--- src/rtl/overlap_pkg.sv ---
// overlap_pkg: shared box/overlap payload types, widths and issue FSM states
package overlap_pkg;
  localparam int COORD_W = 8;
  localparam int AREA_W = 16;
  typedef struct packed {
    logic [COORD_W-1:0] x0;
    logic [COORD_W-1:0] y0;
    logic [COORD_W-1:0] x1;
    logic [COORD_W-1:0] y1;
  } box_t;
  typedef struct packed {
    box_t a;
    box_t b;
  } overlap_input;
  typedef struct packed {
    logic ovl;
    logic [AREA_W-1:0] area;
  } overlap_output;
  localparam int REQ_W = $bits(overlap_input);
  localparam int RSP_W = $bits(overlap_output);
  typedef enum logic {IDLE, ISSUE} issue_state_e;
endpackage

--- src/rtl/overlap_tag_fifo.sv ---
// overlap_tag_fifo: in-order tag FIFO; push_i/data_i in, pop_i/data_o out, full_o/empty_o/count_o status
module overlap_tag_fifo #(
  parameter int DEPTH = 3,
  parameter int W = 2,
  localparam int CNT_W = $clog2(DEPTH + 1),
  localparam int PTR_W = DEPTH > 1 ? $clog2(DEPTH) : 1
) (
  input  logic             clk,
  input  logic             rst_n,
  input  logic             push_i,
  input  logic [W-1:0]     data_i,
  input  logic             pop_i,
  output logic [W-1:0]     data_o,
  output logic             full_o,
  output logic             empty_o,
  output logic [CNT_W-1:0] count_o
);
  logic [W-1:0] mem_q [DEPTH];
  logic [PTR_W-1:0] wr_q, rd_q;
  logic [CNT_W-1:0] cnt_q;
  logic do_push, do_pop;
  assign do_push = push_i && !full_o;
  assign do_pop = pop_i && !empty_o;
  assign full_o = cnt_q == CNT_W'(DEPTH);
  assign empty_o = cnt_q == '0;
  assign count_o = cnt_q;
  assign data_o = mem_q[rd_q];
  always_ff @(posedge clk)
    if (do_push) mem_q[wr_q] <= data_i;
  always_ff @(posedge clk or negedge rst_n)
    if (!rst_n) begin
      wr_q <= '0;
      rd_q <= '0;
      cnt_q <= '0;
    end else begin
      if (do_push) wr_q <= (wr_q == PTR_W'(DEPTH - 1)) ? '0 : wr_q + 1'b1;
      if (do_pop) rd_q <= (rd_q == PTR_W'(DEPTH - 1)) ? '0 : rd_q + 1'b1;
      cnt_q <= cnt_q + CNT_W'(do_push) - CNT_W'(do_pop);
    end
endmodule

--- src/rtl/overlap_arbiter.sv ---
// overlap_arbiter: round-robin share of one overlap unit; req_* from requesters, ovl_in_*/ovl_out_* to the unit, rsp_* routed back, outstanding/err status
module overlap_arbiter #(
  parameter int N_REQ = 4,
  parameter int REQ_W = overlap_pkg::REQ_W,
  parameter int RSP_W = overlap_pkg::RSP_W,
  parameter int MAX_OUT = 3,
  localparam int TAG_W = $clog2(N_REQ),
  localparam int CNT_W = $clog2(MAX_OUT + 1)
) (
  input  logic               clk,
  input  logic               rst_n,
  input  logic [N_REQ-1:0]   req_valid,
  input  logic [N_REQ*REQ_W-1:0] req_data,
  output logic [N_REQ-1:0]   req_ready,
  output logic               ovl_in_valid,
  output logic [REQ_W-1:0]   ovl_in_data,
  input  logic               ovl_in_ready,
  input  logic               ovl_out_valid,
  input  logic [RSP_W-1:0]   ovl_out_data,
  output logic               ovl_out_ready,
  output logic [N_REQ-1:0]   rsp_valid,
  output logic [RSP_W-1:0]   rsp_data,
  input  logic [N_REQ-1:0]   rsp_ready,
  output logic [CNT_W-1:0]   outstanding,
  output logic               err
);
  import overlap_pkg::*;
  issue_state_e state_q;
  logic [REQ_W-1:0] data_q;
  logic [TAG_W-1:0] rr_q, gnt_idx, idx, head;
  logic found, grant, empty, pop, err_q;
  always_comb begin
    found = 1'b0;
    gnt_idx = rr_q;
    idx = '0;
    for (int k = 0; k < N_REQ; k++) begin
      idx = TAG_W'((int'(rr_q) + k) % N_REQ);
      if (!found && req_valid[idx]) begin
        found = 1'b1;
        gnt_idx = idx;
      end
    end
  end
  // credit check uses the registered count, so a same-cycle pop never frees a slot early
  assign grant = rst_n && found && outstanding < CNT_W'(MAX_OUT) && (state_q == IDLE || ovl_in_ready);
  assign req_ready = grant ? N_REQ'(1) << gnt_idx : '0;
  assign ovl_in_valid = state_q == ISSUE;
  assign ovl_in_data = data_q;
  assign err = err_q;
  always_ff @(posedge clk or negedge rst_n)
    if (!rst_n) begin
      state_q <= IDLE;
      data_q <= '0;
      rr_q <= '0;
      err_q <= 1'b0;
    end else begin
      err_q <= err_q || (empty && ovl_out_valid);
      if (grant) begin
        state_q <= ISSUE;
        data_q <= req_data[int'(gnt_idx)*REQ_W +: REQ_W];
        rr_q <= (gnt_idx == TAG_W'(N_REQ - 1)) ? '0 : gnt_idx + 1'b1;
      end else if (ovl_in_ready) state_q <= IDLE;
    end
  overlap_tag_fifo #(.DEPTH(MAX_OUT), .W(TAG_W)) u_tags (
    .clk(clk),
    .rst_n(rst_n),
    .push_i(grant),
    .data_i(gnt_idx),
    .pop_i(pop),
    .data_o(head),
    .full_o(),
    .empty_o(empty),
    .count_o(outstanding)
  );
  // a response with no owner is accepted and dropped so the unit cannot wedge
  assign pop = ovl_out_valid && rsp_ready[head] && !empty;
  assign ovl_out_ready = empty ? ovl_out_valid && rst_n : rsp_ready[head];
  assign rsp_valid = (ovl_out_valid && !empty) ? N_REQ'(1) << head : '0;
  assign rsp_data = ovl_out_data;
endmodule

--- config.mk ---
export PLATFORM = sky130hd
export DESIGN_NAME = overlap_arbiter
export DESIGN_NICKNAME = d
export VERILOG_FILES = /design/src/rtl/overlap_pkg.sv /design/src/rtl/overlap_tag_fifo.sv /design/src/rtl/overlap_arbiter.sv
export SDC_FILE = /design/constraint.sdc
export NUM_CORES = 1
export LEC_CHECK = 0
export ABC_AREA = 1
export CAP_MARGIN = 40
export CORE_AREA = 2 2 148 150
export DETAILED_ROUTE_END_ITERATION = 6
export DIE_AREA = 0 0 150 152
export PLACE_DENSITY = 0.7
export SKIP_LAST_GASP = 1
export SLEW_MARGIN = 20
export SYNTH_ARGS = -nofsm -noshare
export SYNTH_HDL_FRONTEND = slang
export SYNTH_HIERARCHICAL = 1
export SYNTH_SLANG_ARGS = --single-unit
--- constraint.sdc ---
create_clock -name clk -period 2.36 [get_ports clk]
set_clock_uncertainty 0.15 [all_clocks]
set_input_delay 0.236 -clock clk [delete_from_list [all_inputs] [get_ports clk]]
set_output_delay 0.236 -clock clk [all_outputs]
set_load 0.005 [all_outputs]
* Word-level counts from Yosys, hierarchy flattened
Memory sizes are Yosys's and may differ from the RTL's.
Cells that the tools add are included.
** Operators by class
- Add/subtract/negate cells :: 8
- Shift-type cells :: 3
- Equality and inequality tests :: 4
- Mux-type cells :: 27
- Bitwise gates (word level) :: 1
- Reductions and logical operators :: 22
- $lt $le $gt $ge :: 6
** Operator list (number)
- $shiftx 256x9->64 :: 1
- $lt 2x3->1 const B :: 5
- $mux 1 :: 14
- $logic_and 1x1->1 :: 13
- $mux 2 :: 6
- $bmux 1 s2 :: 5
- $add 2x1->2 const B :: 4
- $eq 2x2->1 const B :: 4
- $mux 4 :: 2
- $shl 1x2->4 const A :: 2
- $logic_not 1->1 :: 5
- $add 2x2->2 const B :: 2
- $add 2x1->2 :: 1
- $logic_not 2->1 :: 1
- $logic_or 1x1->1 :: 2
- $lt 2x2->1 const B :: 1
- $reduce_bool 2->1 :: 1
- $sub 2x1->2 :: 1
- $not 1->1 :: 1
** Storage, ports and cells
- Bits in writable memories :: 6
- Word-level logic and storage cells :: 79
- Output and inout bits :: 94
- Register bits :: 74
- Memories kept :: 1
** Memory list
- u_tags.mem_q :: words 3, width 2, rd ports 1, clocked after memory_dff 0, wr ports 1, line overlap_tag_fifo.sv:18 : logic [W-1:0] mem_q [DEPTH];

* Depth between registers and ports, before layout
Gate-level depths: netlist of run 1.
- Depth after elaboration :: 18
- Depth in mapped cells :: 19

* Hierarchy
The synthesis of run 1 kept the hierarchy.
** By module, submodules not included
- overlap_arbiter :: cells each 1045, times used 1, area each 5899.4 um^2, sequential area each 1701.6 um^2
- overlap_tag_fifo :: cells each 61, times used 1, area each 559.3 um^2, sequential area each 330.3 um^2

* Worst setup path after synthesis of run 1
OpenSTA, ideal clock, no wires.
- Path kind :: register -> register
- From :: register rr_q[1]
- To :: register u_tags.cnt_q[1], in the netlist u_tags/count_o[1]
- Arrival time :: 2134 ps
- Setup time :: 116 ps
- Cell stages (with the launch flop) :: 19
- Setup slack :: -41 ps
- Path through :: dfrtp_1 > buf_4 > inv_4 > nand2_1 > nand2_2 > nand2_1 > nand2_2 > nor2_2 > nand2_1 > o21ai_2 > a21oi_2 > buf_2 > nand2_4 > ha_1 > inv_1 > ha_1 > inv_1 > nand2_1 > nand2_1
** Between the ends
- Word-level cells in the longest chain between the ends :: 18
- Elaborated cells between the ends (all ways) :: 27
- Those cells by class :: add/sub (5); mux (12); reduce/logical (10)
** RTL lines
- start, declared :: line overlap_arbiter.sv:30 : logic [TAG_W-1:0] rr_q, gnt_idx, idx, head;
- start signal, assigned :: line overlap_arbiter.sv:61 : rr_q <= (gnt_idx == TAG_W'(N_REQ - 1)) ? '0 : gnt_idx + 1'b1;
- parallel branches: the longest is 11 deep, another holds $add 2x1->2
- $mux 1 (*) :: line overlap_arbiter.sv:38 : if (!found && req_valid[idx]) begin
- $logic_and 1x1->1 (*) (3 in series) :: line overlap_arbiter.sv:45 : assign grant = rst_n && found && outstanding < CNT_W'(MAX_OUT) && (state_q == IDLE || ovl_in_ready);
- named net grant :: line overlap_arbiter.sv:31 : logic found, grant, empty, pop, err_q;
- $logic_and 1x1->1 (*) :: line overlap_tag_fifo.sv:22 : assign do_push = push_i && !full_o;
- $add 2x1->2 (*) :: line overlap_tag_fifo.sv:38 : cnt_q <= cnt_q + CNT_W'(do_push) - CNT_W'(do_pop);
- $sub 2x1->2 (*) :: line overlap_tag_fifo.sv:38
- end signal, assigned :: line overlap_tag_fifo.sv:38
- end, declared :: line overlap_tag_fifo.sv:20 : logic [CNT_W-1:0] cnt_q;
Mark *: on every way through the listed nets, which the timed path passes. The select of a mux whose other input is x is not followed.
A chain may end at the register's enable or synchronous reset.

* Worst setup path in the final report of run 1
- From :: register rr_q[0]
- To :: output port req_ready[1]
** Between the ends
- Word-level cells in the longest chain between the ends :: 16
- Elaborated cells between the ends (all ways) :: 29
- Those cells by class :: add/sub (3); shift (1); mux (16); reduce/logical (9)
** RTL lines
- parallel branches: the longest is 15 deep, another holds $add 2x1->2
- $mux 4 (*) :: line overlap_arbiter.sv:46 : assign req_ready = grant ? N_REQ'(1) << gnt_idx : '0;
- end, declared :: line overlap_arbiter.sv:14 : output logic [N_REQ-1:0] req_ready,
Every way passes the cells marked *. The select of a mux whose other input is x is not followed.

==> results.tsv, run 1 <==
metric	value	unit
relative area change from synthesis to final layout	80.7	%
Post-route DRC	0	
switching power	9840	µW
commonest cells after routing, fill and taps aside	sky130_fd_sc_hd__nand2_1, sky130_fd_sc_hd__clkdlybuf4s50_1, sky130_fd_sc_hd__nand3_1	
DR WL/cell	18.0	µm
total gr overflow	0	
number of endpoints failing setup at the final stage	72	
net switching fraction of the power	0.500	
layout net count	1745	
post-DR vias/cell	4.86	
synthesis warning total	6	
cell count after synthesis	1105	
reg-to-reg setup timing slack	-0.20	ns
Clock Latency Late Sink	0.34	ns
starting density of the core	0.302	
Comb power frac	0.795	
Setup Crit Path Kind	reg -> out	
core footprint	0.0214	mm²
normalized max-slew margin	0.631	
violated checks	negative setup slack	
total power per unit cell area	1690	mW/mm²
startpoint of the most critical hold path	ovl_out_data[0]	
start of the worst register-to-register path	rr_q[0]	
H-Tree Depth	3	
maximum vdd drop	1300	µV
cell chain of the critical path	buf_6 > nand2_1 > nand2_1 > nand2_2 > nand2_4 > nand4_4 > inv_2 > nand2_2 > nand2_4 > buf_6 > ha_4 > inv_2 > nor2_1 > buf_2	
Req. time, crit path	1.97	ns
Syn Nets	1396	
antenna-violating nets left	0	
maximum capacitance violations	0	
startpoint type of the worst setup path	flip-flop	
I/O pin total	379	
RePlAce Congestion	0.918	
final hold violations	0	
path depth of the worst reg2reg path	17	
total clock sinks	80	
Initial DRT Pass Iterations	5	
via total after detailed routing	8452	
slew at the pin with the worst max-slew slack	0.553	ns
clock-pin slew reported for the worst setup and hold paths after clock tree synthesis	0.06	ns
horizontal die dimension	150	µm
CTS max path bufs	2	
Worst Setup End Kind	primary output	
count of input and output buffers	344	
first-pass GRT wire length	44500	µm
Data arrival, critical path	2.29	ns
number of inserted diodes	0	
average cell area after synthesis	5.84	µm²
maximum fanout count along the critical path	6	
worst reg2reg path endpoint	u_tags/count_o[1]	
final hold slack	0.322	ns
antenna violations before repair	3	
global-route total usage across every layer	0.253	
share of final-layout standard cells stronger than drive strength 1	0.132	
type of the tightest min-delay check	in -> out	
most common cell after layout, fill and taps aside	sky130_fd_sc_hd__nand2_1	
number of global-route vias before repair	8103	
fill count	2046	
part of the power in registers	0.127	
result of the run	finished with violations	
total clock buffers created by CTS	9	
Pins Over Slew Limit	0	
summed instance area of the synthesized netlist	0.00645	mm²
end point of the critical path	req_ready[1]	
setup repair after global routing missed its margin	yes	
leakage power of the design	0.00597	µW
root buffer cell	sky130_fd_sc_hd__clkbuf_16	
top achievable clock speed	0.373	GHz
Post-Place Setup Slack	-0.417	ns
design internal power	9840	µW
CTS tree	yes	
floorplan die area	0.0228	mm²
Detailed Route WL	31300	µm
post-route setup TNS	-10.44	ns
die height	152	µm
Cell Rows	54	
peak per-stage delay on the critical path	0.47	ns
largest net degree at the start of global routing	69	
final worst path period need	2.68	ns
slowest CP cell	sky130_fd_sc_hd__dfrtp_2	
slack of the critical path	-0.319	ns
Clk network pwr share	0.077	
share of the clock period used by the worst path after layout	1.14	
Overall Power	19700	µW
Worst Setup SP	rr_q[0]	
detailed router's first-iteration violation count	464	
detailed placement HPWL	18400	µm
-- final cells by class --
cell class                      instances  area (µm²)  area share
Clock buffer                           10         229      0.0196
Clock inverter                          6        83.8     0.00719
Inverter                               32         133      0.0114
Multi-Input combinational cell        904        4150       0.356
Sequential cell                        80        2040       0.175
Tap cell                              280         350      0.0300
Timing Repair Buffer                  426        4670       0.401
Timing Repair inverter                  1        7.51    0.000644
-- state kept, by name, indices dropped and copies added, names as in the netlist --
register / cells
rr_q: 2
u_tags/mem_q: 6
ovl_in_data: 64
u_tags/rd_q: 2
u_tags/wr_q: 2
ovl_in_valid: 1
u_tags/count_o: 2
err: 1
-- power by group through the flow --
stage / clock [µW] / combinational [µW] / sequential, µW
3_3_place_gp: 0 / 11300 / 2480
6_report: 1520 / 15700 / 2500
4_1_cts: 1560 / 13800 / 2500
5_1_grt: 1630 / 17100 / 2580
2_1_floorplan: 0 / 7700 / 2460
3_5_place_dp: 0 / 11500 / 2480
-- critical path, delay by kind of cell, from the launching register on --
kind                     cells  cell delay, ns
AND/OR/NAND/NOR              8            0.77
buffers and inverters        5            0.56
flip-flops                   1            0.47
adder cells (fa/ha/maj)      1            0.13
-- worst min path at each step --
| stage | cells after the start | endpoint | slack, ns |
|---|---|---|---|
| finish | 0 | rsp_data[0] | 0.32 |
| global route | 0 | rsp_data[0] | 0.32 |
| CTS | 0 | rsp_data[7] | 0.32 |
| detailed placement | 2 | ovl_in_data[43] | 0.24 |
| global placement | 2 | ovl_in_data[40] | 0.25 |
| floorplan | 0 | err | -0.21 |
-- what timing repair did --
action | CTS | global route
hold buffers | 1 | 0
cloned | 13 | 6
gates resized for setup | 122 | 48
buffers inserted | 13 | 14
pin swaps | 32 | 14
hold endpoints to repair | 37 | 0
endpoints found under the setup margin | 76 | 85
-- layer usage --
layer,global-route usage,part of all wire
met1,0.286,0.37
met2,0.444,0.51
met3,0.0613,0.086
met4,0.116,0.035
met5,0,0.00073
-- through the flow --
stage	std cells	instance area, µm²	util
2_1_floorplan	1105	6460	-
3_3_place_gp	1676	10000	0.470
6_report	1739	11700	0.546
4_1_cts	1719	11200	0.523
3_5_place_dp	1676	10000	0.470
5_1_grt	1739	11700	0.546
Note: power is estimated with default switching activity, not from simulation.
==> run 2, diff against run 1 <==
--- a/config.mk
+++ b/config.mk
@@ -8,6 +8,7 @@
 export ABC_AREA = 1
 export CAP_MARGIN = 40
 export CORE_AREA = 2 2 148 150
+export CTS_CLUSTER_SIZE = 24
 export DETAILED_ROUTE_END_ITERATION = 6
 export DIE_AREA = 0 0 150 152
 export PLACE_DENSITY = 0.7
==> results of run 2 <==
No change in the layout: final DEF, timing and power equal those of run 1.
